### src/rtl/regfile_pkg.sv
// Shared defaults and constants for the register file and its busy scoreboard.
package regfile_pkg;

    localparam int DATA_W_DEF = 32;
    localparam int ADDR_W_DEF = 5;
    localparam int NUM_RD_DEF = 2;
    localparam int REG_ZERO   = 0;

endpackage

### src/rtl/regfile_if.sv
// Register file bus: read ports, writeback, issue and hazard outputs.
interface regfile_if
    import regfile_pkg::*;
#(
    parameter int DATA_W = DATA_W_DEF,
    parameter int ADDR_W = ADDR_W_DEF,
    parameter int NUM_RD = NUM_RD_DEF
);

    logic [NUM_RD*ADDR_W-1:0] rdAdr;
    logic [NUM_RD*DATA_W-1:0] rdData;
    logic [NUM_RD-1:0]        rdBusy;
    logic                     wrEn;
    logic [ADDR_W-1:0]        wrAdr;
    logic [DATA_W-1:0]        wrData;
    logic                     issueEn;
    logic [ADDR_W-1:0]        issueAdr;
    logic [ADDR_W:0]          pendingCnt;

    modport master (
        output rdAdr, wrEn, wrAdr, wrData, issueEn, issueAdr,
        input  rdData, rdBusy, pendingCnt
    );

    modport slave (
        input  rdAdr, wrEn, wrAdr, wrData, issueEn, issueAdr,
        output rdData, rdBusy, pendingCnt
    );

endinterface

### src/rtl/regfile_read_port.sv
// One combinational read port: array mux, zero-register override and write-through bypass.
module regfile_read_port
    import regfile_pkg::*;
#(
    parameter int DATA_W   = DATA_W_DEF,
    parameter int ADDR_W   = ADDR_W_DEF,
    parameter int ZERO_REG = 1,
    parameter int BYPASS   = 1
) (
    input  logic [DATA_W-1:0]      regs_in [2**ADDR_W],
    input  logic [2**ADDR_W-1:0]   busy_in,
    input  logic [ADDR_W-1:0]      rd_adr,
    input  logic                   fwd_en,
    input  logic [ADDR_W-1:0]      wr_adr,
    input  logic [DATA_W-1:0]      wr_data,
    output logic [DATA_W-1:0]      rd_data,
    output logic                   rd_busy
);

    logic is_zero;
    logic fwd_hit;

    // The zero register wins over everything, including a forwarded write.
    always_comb begin
        is_zero = (ZERO_REG != 0) && (rd_adr == ADDR_W'(REG_ZERO));
        fwd_hit = (BYPASS != 0) && fwd_en && (wr_adr == rd_adr);
        rd_data = regs_in[rd_adr];
        rd_busy = busy_in[rd_adr];
        if (is_zero) begin
            rd_data = '0;
            rd_busy = 1'b0;
        end else if (fwd_hit) begin
            rd_data = wr_data;
            rd_busy = 1'b0;
        end
    end

endmodule

### src/rtl/regfile_scoreboard.sv
// Multi-port register file with write-through bypass and a per-register busy scoreboard.
module regfile_scoreboard
    import regfile_pkg::*;
#(
    parameter int DATA_W   = DATA_W_DEF,
    parameter int ADDR_W   = ADDR_W_DEF,
    parameter int NUM_RD   = NUM_RD_DEF,
    parameter int ZERO_REG = 1,
    parameter int BYPASS   = 1
) (
    input  logic      clk,
    input  logic      rst,
    regfile_if.slave  bus
);

    localparam int DEPTH = 2**ADDR_W;

    logic [DATA_W-1:0]        regs_q [DEPTH];
    logic [DATA_W-1:0]        regs_d [DEPTH];
    logic [DEPTH-1:0]         busy_q;
    logic [DEPTH-1:0]         busy_d;
    logic [ADDR_W:0]          pending_cnt_q;
    logic [ADDR_W:0]          pending_cnt_d;
    logic                     wr_ok;
    logic                     issue_ok;
    logic                     cnt_inc;
    logic                     cnt_dec;
    logic [NUM_RD*DATA_W-1:0] rd_data_all;
    logic [NUM_RD-1:0]        rd_busy_all;

    // A writeback clears busy unless the same register is re-issued this cycle.
    always_comb begin
        wr_ok    = bus.wrEn &&
                   !((ZERO_REG != 0) && (bus.wrAdr == ADDR_W'(REG_ZERO)));
        issue_ok = bus.issueEn &&
                   !((ZERO_REG != 0) && (bus.issueAdr == ADDR_W'(REG_ZERO)));
        cnt_inc  = issue_ok && !busy_q[bus.issueAdr];
        cnt_dec  = wr_ok && busy_q[bus.wrAdr] &&
                   !(issue_ok && (bus.issueAdr == bus.wrAdr));

        regs_d        = regs_q;
        busy_d        = busy_q;
        pending_cnt_d = pending_cnt_q;
        if (wr_ok) begin
            regs_d[bus.wrAdr] = bus.wrData;
            busy_d[bus.wrAdr] = 1'b0;
        end
        if (issue_ok) begin
            busy_d[bus.issueAdr] = 1'b1;
        end
        case ({cnt_inc, cnt_dec})
            2'b10:   pending_cnt_d = pending_cnt_q + (ADDR_W+1)'(1);
            2'b01:   pending_cnt_d = pending_cnt_q - (ADDR_W+1)'(1);
            default: pending_cnt_d = pending_cnt_q;
        endcase
    end

    always_ff @(posedge clk or posedge rst) begin
        if (rst) begin
            for (int a = 0; a < DEPTH; a++) begin
                regs_q[a] <= '0;
            end
            busy_q        <= '0;
            pending_cnt_q <= '0;
        end else begin
            regs_q        <= regs_d;
            busy_q        <= busy_d;
            pending_cnt_q <= pending_cnt_d;
        end
    end

    // Forwarding is suppressed during reset so every read shows zero.
    for (genvar i = 0; i < NUM_RD; i++) begin : g_rd
        regfile_read_port #(
            .DATA_W   (DATA_W),
            .ADDR_W   (ADDR_W),
            .ZERO_REG (ZERO_REG),
            .BYPASS   (BYPASS)
        ) u_port (
            .regs_in  (regs_q),
            .busy_in  (busy_q),
            .rd_adr   (bus.rdAdr[i*ADDR_W +: ADDR_W]),
            .fwd_en   (bus.wrEn && !rst),
            .wr_adr   (bus.wrAdr),
            .wr_data  (bus.wrData),
            .rd_data  (rd_data_all[i*DATA_W +: DATA_W]),
            .rd_busy  (rd_busy_all[i])
        );
    end

    assign bus.rdData     = rd_data_all;
    assign bus.rdBusy     = rd_busy_all;
    assign bus.pendingCnt = pending_cnt_q;

endmodule

### src/flat_wrapper.sv
// flat-port wrapper written by rule: the top's interface ports become plain ports
module regfile_scoreboard_flat import regfile_pkg::*;
#(
    parameter int DATA_W   = DATA_W_DEF,
    parameter int ADDR_W   = ADDR_W_DEF,
    parameter int NUM_RD   = NUM_RD_DEF,
    parameter int ZERO_REG = 1,
    parameter int BYPASS   = 1
)
  (clk, rst, bus_rdAdr, bus_wrEn, bus_wrAdr, bus_wrData, bus_issueEn, bus_issueAdr, bus_rdData, bus_rdBusy, bus_pendingCnt);
  regfile_if #(.DATA_W(DATA_W), .ADDR_W(ADDR_W), .NUM_RD(NUM_RD)) bus_i ();
  input  logic clk;
  input  logic rst;
  input wire logic [$bits(bus_i.rdAdr)-1:0] bus_rdAdr;
  input wire logic [$bits(bus_i.wrEn)-1:0] bus_wrEn;
  input wire logic [$bits(bus_i.wrAdr)-1:0] bus_wrAdr;
  input wire logic [$bits(bus_i.wrData)-1:0] bus_wrData;
  input wire logic [$bits(bus_i.issueEn)-1:0] bus_issueEn;
  input wire logic [$bits(bus_i.issueAdr)-1:0] bus_issueAdr;
  output wire logic [$bits(bus_i.rdData)-1:0] bus_rdData;
  output wire logic [$bits(bus_i.rdBusy)-1:0] bus_rdBusy;
  output wire logic [$bits(bus_i.pendingCnt)-1:0] bus_pendingCnt;
  assign bus_i.rdAdr = bus_rdAdr;
  assign bus_i.wrEn = bus_wrEn;
  assign bus_i.wrAdr = bus_wrAdr;
  assign bus_i.wrData = bus_wrData;
  assign bus_i.issueEn = bus_issueEn;
  assign bus_i.issueAdr = bus_issueAdr;
  assign bus_rdData = bus_i.rdData;
  assign bus_rdBusy = bus_i.rdBusy;
  assign bus_pendingCnt = bus_i.pendingCnt;
  regfile_scoreboard #(.DATA_W(DATA_W), .ADDR_W(ADDR_W), .NUM_RD(NUM_RD), .ZERO_REG(ZERO_REG), .BYPASS(BYPASS)) u_core (.clk(clk), .rst(rst), .bus(bus_i));
endmodule
### config.mk
export PLATFORM = sky130hd
export DESIGN_NAME = regfile_scoreboard_flat
export DESIGN_NICKNAME = d
export VERILOG_FILES = /design/src/rtl/regfile_pkg.sv /design/src/rtl/regfile_if.sv /design/src/rtl/regfile_read_port.sv /design/src/rtl/regfile_scoreboard.sv /design/src/flat_wrapper.sv
export SDC_FILE = /design/constraint.sdc
export NUM_CORES = 2
export LEC_CHECK = 0
export CORE_UTILIZATION = 45
export DETAILED_ROUTE_END_ITERATION = 7
export HOLD_SLACK_MARGIN = 0.02
export SLEW_MARGIN = 5
export SYNTH_ARGS = -nofsm -noshare
export SYNTH_HDL_FRONTEND = slang
export SYNTH_HIERARCHICAL = 1
export SYNTH_SLANG_ARGS = --single-unit
### constraint.sdc
create_clock -name clk -period 69.8 [get_ports clk]
set_input_delay 6.98 -clock clk [delete_from_list [all_inputs] [get_ports clk]]
set_output_delay 6.98 -clock clk [all_outputs]
set_load 0.01 [all_outputs]
==> results.yml <==
power:
  leakage_nw: 27.6
  power_density_mw_per_mm2: 29.0
  power_w: 0.00188
  peakVddDrop_mv: 0.0218
cells_and_area:
  nets: 4095
  n_fill_cell: 11089
  multi_input_area_sq_mm: 0.0296
  drive_gt1_share_pct: 43.9
  syn2layout_area_growth_pct: 10.6
  register_area_sq_mm: 0.0266
  antenna_cells: 0
clocking:
  cts_resized: 0
  clockRootBuffer: "clkbuf_16"
  clock_latency_ps: 740
  cts_made_buffers: 119
  htree_levels: 3
  cts_tree: "built"
  cts.sinks: 1062
  clk_pin_slew_ps: 60
  ctsHoldBuffers: 0
  clock_path_buffers: 3
  postCtsSetupRepairBufs: 0
flow_run:
  timing.max_cap.violations: 0
die:
  coreArea_sq_mm: 0.129
  fp-row-count: 132
  die_h_microns: 363
  initial_utilization_pct: 45.3
  die_area_sq_mm: 0.132
  pin_count: 128
  die_w_microns: 363
logic_synthesis:
  ys_seq_area_share_pct: 45.4
  yosysMostFrequentCell: "dfrtp_1"
  ys_ff_latch: 1062
  synth.net_count: 4183
  yosysUniqueCellTypes: 75
  synth.avg_cell_area_sq_um: 14.2
  synth_commonest_cells: "dfrtp_1 (1062), mux2_2 (1017), mux4_2 (400), mux2i_1 (254), clkbuf_1 (191)"
  synthTopCellsByArea: "dfrtp_1 (45%), mux2_2 (20%), mux4_2 (15%)"
  synthFlopType: "dfrtp_1"
  synthArstFlopShare_pct: 100
  netlist_instances: 4121
  yosysWarnings: 6
  synth-edff-count: 0
  synth_top_area_share_pct: 45.4
  synth_top_area_cell: "dfrtp_1"
  netlist_area_sq_mm: 0.0586
grt:
  gr-total-overflow: 0
  grt_max_degree: 117
  grt_first_pass_wirelength_microns: 276000
  grt_usage_pct: 28.5
  grt_pass1_vias: 39059
  antenna_found_initial: 1
detailed_routing:
  drc: 0
  drt-wirelength-per-cell_microns: 31.8
  num_vias: 38733
  drt_iter0_markers: 3815
  ant_nets: 0
  routed_wl_microns: 187000
  via_per_inst: 6.60
  drt_pass1_iterations: 5
place:
  post-dp-hpwl_microns: 106000
  numPortBuffers: 127
  place.gp.congestion: 0.819
timing:
  fin_tns_setup_ps: 0
  hold_viol: 0
  fin_crit_sh_pct: 26.6
  rsz0062_at_grt: "no"
  worstMarginPinSlew_ps: 1270
  fmax_ghz: 0.0540
  setup_viol: 0
  fin_crit_ps: 18540
  skew_ps: 26.8
  worst_slew_margin_rel_pct: 15.3
  drv_slew: 0
setup_path:
  cp-end-kind: "output pin"
  path_class: "in -> out"
  cp-start-kind: "input port"
  critPathMaxFanout: 99
  crit_arrival_ps: 11560
  critPathRequiredTime_ps: 62820
outcome:
  outcome: "completed"
worst_hold_path:
  min_path_type: "reg -> reg"
[layout make-up]
class	count	share of cell area, %
multi-input cells	2584	45.8
flip-flops and latches	1062	41.0
clock buffers	169	5.28
repair buffers	252	3.46
well taps	1742	3.37
clock inverters	48	1.02
inverters	14	0.0927
[metrics by stage]
stage / setup slack [ps] / utilization (%) / area (sq um) / hold slack (ps) / std cells
after floorplan: 32930 / - / 58600 / 441 / 4121
after global routing: 51040 / 50.1 / 64800 / 413 / 5871
after CTS: 51260 / 50.1 / 64800 / 397 / 5871
after global placement: 51290 / 46.9 / 60700 / 377 / 5654
final: 51260 / 50.1 / 64800 / 394 / 5871
after detailed placement: 51300 / 46.9 / 60700 / 383 / 5654
[state kept, by name (all words and copies together), names as in the netlist]
register and count:
u_core/regs_q 1024, u_core/busy_q 32, u_core/bus.pendingCnt 6
[worst max-delay path, cell delays in order]
cell             delay, ps
buf_8                  440
buf_4                  810
buf_12                 640
xnor2_2                200
nand4_2                220
o21ai_2                990
a21oi_1                160
a221o_1                360
clkdlybuf4s50_1        490
[layer usage]
metal  track usage, %  vias to the layer above  wire (microns)
li1                 -                    15834               -
met1             40.1                    21091           80300
met2             44.9                     1480           87700
met3             4.84                      328           12500
met4             9.72                        0            6510
met5                0                        -               0
[worst paths after layout]
path	from	to	slack, ps	cells after the start
worst min register to register	u_core/regs_q[1011]	u_core/regs_q[1011]	390	0
min in group asynchronous	rst	u_core/regs_q[486]	6870	2
max in group asynchronous	rst	u_core/regs_q[813]	59820	5
worst max-delay path	bus_rdAdr[0]	bus_rdData[1]	51260	9
worst min-delay path	u_core/regs_q[1011]	u_core/regs_q[1011]	390	0
worst max register to register	u_core/busy_q[2]	u_core/bus.pendingCnt[5]	66310	10
[power breakdown]
group,internal (W),switching (W),total [W],leakage (nW)
Clock,0.000391,0.000268,0.000659,2.01
Combinational,0.000232,0.000169,0.000401,12.0
Sequential,0.000735,0.0000871,0.000822,13.6
Total,0.00136,0.000524,0.00188,27.6
[placed cells by master, fill, tap and decap left out, types with 6 or more instances in the layout]
master and n:
clkbuf_16 120, clkbuf_8 25, o21bai_1 28, mux2_2 1017, nor3_1 18, nor2_4 18
nand2_2 15, o21ai_2 6, a32o_1 6, nor3b_1 9, a31oi_1 14, o21ai_0 50
bufinv_16 14, mux4_2 400, mux2i_1 254, buf_4 123, clkinv_2 25, and3_1 9
a22oi_1 71, a211oi_1 33, a221o_1 66, o22ai_1 47, or2_2 9, xnor2_1 14
a21oi_1 55, nor2b_1 36, clkdlybuf4s50_1 117, inv_1 11, o221ai_1 34, nand3_1 20
nand2_1 76, nand2b_1 14, nor2_1 17, a221oi_1 76, dfrtp_1 1062, clkbuf_1 26
a22o_1 37, o21ai_1 20, mux2_1 31
[kinds of logic (layout without fill, tap and decap cells)]
kind of cell / count (synthesis) / count (layout) / synth area share (%)
buf+inv: 475 / 483 / 4.30
simple gates: 286 / 286 / 2.69
fa+ha+maj: 6 / 6 / 0.141
flops: 1062 / 1062 / 45.4
mux: 1702 / 1702 / 39.9
compound gates: 572 / 572 / 7.33
xor+xnor: 18 / 18 / 0.295
(Power assumes the default switching activity.)
